==> src/rtl/alsu_result_collector.sv <==
// alsu_result_collector: tags ALSU results, flags invalid ops, buffers them in a FWFT FIFO
// Ports:
//   clk, rst_n                 clock, async active-low reset
//   issue_valid, issue_tag     command issued to the ALSU this cycle and its tag
//   alsu_out, alsu_leds        ALSU result and LED outputs
//   res_valid, res_ready       head-entry handshake
//   res_data                   {tag, err, out} of the head entry (0 while empty)
//   full, level                occupancy status
//   overflow_cnt               saturating count of results dropped on a full FIFO
module alsu_result_collector #(
  parameter int DEPTH = 4,
  parameter int TAG_W = 4
) (
  input  logic                     clk,
  input  logic                     rst_n,
  input  logic                     issue_valid,
  input  logic [TAG_W-1:0]         issue_tag,
  input  logic [5:0]               alsu_out,
  input  logic [15:0]              alsu_leds,
  output logic                     res_valid,
  input  logic                     res_ready,
  output logic [TAG_W+6:0]         res_data,
  output logic                     full,
  output logic [$clog2(DEPTH):0]   level,
  output logic [7:0]               overflow_cnt
);
  localparam int AW = $clog2(DEPTH);
  logic             s1_v, s2_v;
  logic [TAG_W-1:0] s1_t, s2_t;
  logic [15:0]      leds_q;
  logic [AW-1:0]    wr_ptr, rd_ptr;
  logic [AW:0]      count;
  logic [TAG_W+6:0] mem [DEPTH];
  logic             pop, push, drop;
  assign pop       = res_valid && res_ready;
  // a full FIFO still accepts a record when the head leaves on the same edge
  assign push      = s2_v && (!full || pop);
  assign drop      = s2_v && full && !pop;
  assign res_valid = count != '0;
  assign full      = count == (AW+1)'(DEPTH);
  assign level     = count;
  assign res_data  = res_valid ? mem[rd_ptr] : '0;
  always_ff @(posedge clk or negedge rst_n)
    if (!rst_n) begin
      s1_v         <= 1'b0;
      s2_v         <= 1'b0;
      s1_t         <= '0;
      s2_t         <= '0;
      leds_q       <= '0;
      wr_ptr       <= '0;
      rd_ptr       <= '0;
      count        <= '0;
      overflow_cnt <= '0;
    end else begin
      s1_v   <= issue_valid;
      s1_t   <= issue_tag;
      s2_v   <= s1_v;
      s2_t   <= s1_t;
      leds_q <= alsu_leds;
      if (push) wr_ptr <= wr_ptr + 1'b1;
      if (pop) rd_ptr <= rd_ptr + 1'b1;
      count  <= count + {{AW{1'b0}}, push} - {{AW{1'b0}}, pop};
      if (drop && overflow_cnt != 8'hff) overflow_cnt <= overflow_cnt + 8'd1;
    end
  // storage needs no reset: res_data is masked while the FIFO is empty
  always_ff @(posedge clk)
    if (push) mem[wr_ptr] <= {s2_t, alsu_leds != leds_q, alsu_out};
endmodule

==> config.mk <==
export PLATFORM = sky130hd
export DESIGN_NAME = alsu_result_collector
export DESIGN_NICKNAME = d
export VERILOG_FILES = /design/src/rtl/alsu_result_collector.sv
export SDC_FILE = /design/constraint.sdc
export NUM_CORES = 1
export LEC_CHECK = 0
export BUFFER_PORTS_ARGS = -buffer_cell sky130_fd_sc_hd__buf_2
export CORE_MARGIN = 2
export CORE_UTILIZATION = 58
export CTS_BUF_LIST = sky130_fd_sc_hd__clkbuf_2 sky130_fd_sc_hd__clkbuf_4 sky130_fd_sc_hd__clkbuf_8
export DETAILED_ROUTE_END_ITERATION = 6
export PLACE_DENSITY_LB_ADDON = 0.3
export SLEW_MARGIN = 20
export SYNTH_ARGS = -nofsm -noshare
export SYNTH_HDL_FRONTEND = slang
export SYNTH_SLANG_ARGS = --single-unit
==> constraint.sdc <==
create_clock -name clk -period 2.6 [get_ports clk]
set_input_delay 0.39 -clock clk [delete_from_list [all_inputs] [get_ports clk]]
set_output_delay 0.39 -clock clk [all_outputs]
set_load 0.01 [all_outputs]
Word level (Yosys, flattened, before mapping)
Memory sizes are Yosys's and may differ from the RTL's.
Index checks and enable logic that the tools add are counted.

word-level totals
  register bits after elaboration = 41
  memory bits (writable) = 44
  bits of input ports = 30
  output and inout bits = 24
  memories = 1

operators by class
  add/sub/neg operators = 5
  equal/unequal tests = 3
  mux-type cells = 3
  reductions and logical operators = 9

memories
  memory  words  bits a word  rd ports  clocked after memory_dff  write ports  line  RTL
  mem     4      11           1         0                         1            33    logic [TAG_W+6:0] mem [DEPTH];

operator list
  operator             count
  $ne 16x16->1         1
  $mux 11              1
  $add 8x1->8 const B  1
  $ne 8x8->1 const B   1
  $logic_and 1x1->1    5
  $add 2x1->2 const B  2
  $add 3x1->3          1
  $eq 3x3->1 const B   1
  $reduce_bool 3->1    1
  $sub 3x1->3          1
  $logic_not 1->1      2
  $mux 1               2
  $logic_or 1x1->1     1

Longest topological paths before layout
  depth after elaboration = 6
  depth in mapped cells = 9
  gate-level depth less buffers = 8

Least setup slack after synthesis
OpenSTA, ideal clock, no wires.

  path kind = reg-to-reg
  start = register count[1], in the netlist level[1]
  end = register count[1], in the netlist level[1]
  library setup time = 64 ps
  arrival time = 2123 ps
  setup slack = 413 ps
  stages on the path, launching flop included = 9
  clock period less this slack = 2187 ps
  cells stage by stage = dfrtp_1 or3_1 clkbuf_1 or2_2 a32o_1 ha_1 inv_1 fa_1 inv_1

between the ends
  word-level cells in the longest chain between the ends = 6

ends and longest elaborated chain
  what                                                  line    RTL
  start: declaration                                    32      logic [AW:0] count;
  start signal: assignment                              62      count <= count + {{AW{1'b0}}, push} - {{AW{1'b0}}, pop};
  $eq 3x3->1 or $reduce_bool 3->1 (tied branches)       40, 39
  $logic_not 1->1 or $logic_and 1x1->1 (tied branches)  37, 35
  $logic_or 1x1->1                                      37      assign push = s2_v && (!full || pop);
  $logic_and 1x1->1                                     37
  $add 3x1->3                                           62
  $sub 3x1->3 (*)                                       62

Mark *: on every way between the ends. The rest lies on a longest branch, timed or not.
A chain may end at the register's enable or synchronous reset.

Worst setup path in the final report
Ends and elaborated chain as after synthesis.

==> flow_metrics.tcl <==
set metrics [dict create \
    cts_buffers 9 \
    area_growth_pct 17.5 \
    p_per_area_mw_per_mm2 1000 \
    routed_wl_mm 5.04 \
    fin_crit_sh_pct 83.6 \
    setup_slack_ps 427 \
    async_flop_share_pct 48.2 \
    h-tree-depth 3 \
    cts.path.max_buffers 2 \
    path_class "flop to flop" \
    vias_per_cell 5.20 \
    tightest_slew_ps 874 \
    die_h_um 79.2 \
    syn_inst 188 \
    grt_antenna_before_repair 0 \
    r2r_start "level[1]$_DFF_PN0_" \
    r2r_setup_slack_ps 430 \
    overflow 0 \
    hpwl_mm 3.38 \
    gp_congestion 0.699 \
    initial_core_util_pct 59.9 \
    cts_num_sinks 85 \
    syn_area_mm2 0.00328 \
    finalSetupViolCount 0 \
    skew_ps 7.37 \
    use_met3_pct 3.98 \
    pwr-share-seq_pct 46.9 \
    core_area_mm2 0.00547 \
    cpPeakStageDelay_ps 450 \
    clock-root-buffer "clkbuf_8" \
    rsz0062_at_grt "false" \
    fin_crit_ps 2170 \
    ctsHoldBuffers 0 \
    num_antenna_cells 0 \
    dieArea_mm2 0.00627 \
    row_count 27 \
    swShare_pct 28.9 \
    die_w_um 79.2 \
    drc_errors 0 \
    yosys-top-cells-count "edfxtp_1, dfrtp_1, xor2_1, and2_1, mux4_2" \
    insertion_delay_ps 340 \
    first_global_vias 1782 \
    slew_headroom_pct 41.7 \
    vias 1706 \
    path_cells "or3_1, or2_2, a32o_1, ha_1, inv_1, fa_1, inv_1" \
    grt_use_met2_pct 29.2 \
    cp.required_ps 2890 \
    fin_util_pct 70.5 \
    leakage_nw 1.58 \
    maxCapViolations 0 \
    internal_power_mw 2.75 \
    grt_pass1_wl_mm 8.50 \
    crit_path_frequent_cell "inv_1" \
    clk_pin_slew_worst_paths_ps 80 \
    avgSynthCellArea_um2 17.5 \
    irDropWorstVdd_uv 574 \
    drtIter0Drc 76 \
    yosysWarnings 0 \
    routedWlPerCell_um 15.4 \
    hold_start "issue_valid" \
    slew_violations 0 \
    synth-seq-area-share_pct 71.5 \
    drive_above_1_share_pct 33.6 \
    num-fill-cells 393 \
    arrival_ps 2460 \
    grt_max_degree 42 \
    comb_power_share_pct 27.8 \
    crit_start "level[1]$_DFF_PN0_" \
    firstDrtPassIters 4 \
    io_pins 54 \
    setup_tns_ps 0 \
    grtUsageMet1_pct 24.7 \
    synth_most_common_cell "edfxtp_1" \
    syn_nets 225 \
    grt.busiest_layer "met2" \
    synth_cell_types 31 \
    fmax_mhz 460 \
    hold_class "primary input to flop" \
    endpoint_kind "flop" \
    finalHoldViolCount 0 \
    grt.total_usage_pct 18.6 \
    post_cts_resized 0 \
    cts_tree "built" \
    synth-main-ff-cell "edfxtp_1" \
    post_cts_buffers 0 \
    place_ws_ps 450 \
    yosysTopAreaCellShare_pct 40.3 \
    pwr-share-clk_pct 25.3 \
    synth_area_leader_cell "edfxtp_1" \
    ys_ff_latch 85 \
    ant_nets 0 \
    io_buffers 53 \
    crit_fanout 5 \
    layout.nets 288 \
    start_kind "flop" \
    status "finished clean" \
    synth_area_leaders "edfxtp_1, dfrtp_1, mux4_2, xor2_1, and2_1" \
    critPathSlowestCell "dfrtp_1" \
    synth-edff-count 44 \
    switching_power_mw 1.12 \
]
==> power by group through the flow <==
stage                     clock, mW  combinational, mW  sequential (mW)
after floorplan                   0              0.726             1.81
after global placement            0               1.07             1.83
after detailed placement          0               1.09             1.84
after CTS                      1.00               1.10             1.82
after global routing           1.05               1.20             1.85
final                         0.978               1.08             1.81
==> stage by stage <==
stage | instances | total power [mW] | area, um^2 | hold WS, ps
6_report | 328 | 3.87 | 3860 | 144
5_1_grt | 328 | 4.10 | 3860 | 133
4_1_cts | 328 | 3.92 | 3860 | 130
3_5_place_dp | 312 | 2.94 | 3640 | 335
3_3_place_gp | 312 | 2.90 | 3640 | 333
2_1_floorplan | 188 | 2.54 | 3280 | 94.4
==> worst paths after layout <==
check,to,depth (start not counted)
max in group asynchronous,s2_t[3]$_DFF_PN0_,1
worst min register to register,s2_t[0]$_DFF_PN0_,0
worst min-delay path,s1_v$_DFF_PN0_,1
worst max-delay path,level[1]$_DFF_PN0_,7
worst max register to register,level[1]$_DFF_PN0_,7
min in group asynchronous,leds_q[1]$_DFF_PN0_,1
==> flip-flops by register name, indices dropped and copies added, names as in the netlist <==
| signal | count |
|---|---|
| s2_v | 1 |
| mem | 44 |
| leds_q | 16 |
| s2_t | 4 |
| s1_t | 4 |
| overflow_cnt | 8 |
| level | 3 |
| s1_v | 1 |
| rd_ptr | 2 |
| wr_ptr | 2 |
==> layout by cell type (no fill, tap or decap), types with 2 or more instances in the layout <==
master / instances
inv_1: 6
ha_1: 6
clkinv_1: 2
dfrtp_1: 41
xnor2_1: 9
nor3_1: 2
clkinv_4: 2
nor4_1: 4
mux2_2: 2
edfxtp_1: 44
nand2b_1: 2
clkbuf_8: 9
mux4_2: 11
xor2_1: 17
nand2_1: 4
and2_1: 15
buf_2: 53
and3_1: 2
nand4_1: 6
bufinv_16: 2
buf_4: 3
==> cell type report <==
type                            instances  area [um^2]  share of cell area [%]
Clock buffer                            9          124                    3.21
Sequential cell                        85         2350                    60.9
Tap cell                               72         90.1                    2.34
Clock inverter                          7         90.1                    2.34
Inverter                                6         22.5                   0.584
Multi-Input combinational cell         93          895                    23.2
Timing Repair Buffer                   56          288                    7.46
==> cells by family (layout without fill, tap and decap cells) <==
family	Yosys count	count (layout)	share of synthesized area (%)
buf+inv	10	78	1.18
flops	85	85	71.5
compound gates	5	5	1.45
simple gates	42	42	7.74
fa+ha+maj	7	7	2.90
mux	13	13	8.24
xor+xnor	26	26	6.94
==> layer usage <==
layer	vias to the layer above	routed length (um)
met1	846	2170
met4	0	110
li1	809	-
met3	9	195
met5	-	0
met2	42	2570
==> critical path: cells and delay by family (launching register included) <==
| family | cells | cell delay, ps |
|---|---|---|
| and+or+nand+nor | 2 | 710 |
| adders and majority gates | 2 | 580 |
| DFF | 1 | 450 |
| AOI/OAI and AO/OA | 1 | 250 |
| buffers and inverters | 2 | 130 |
(Power assumes the default switching activity.)
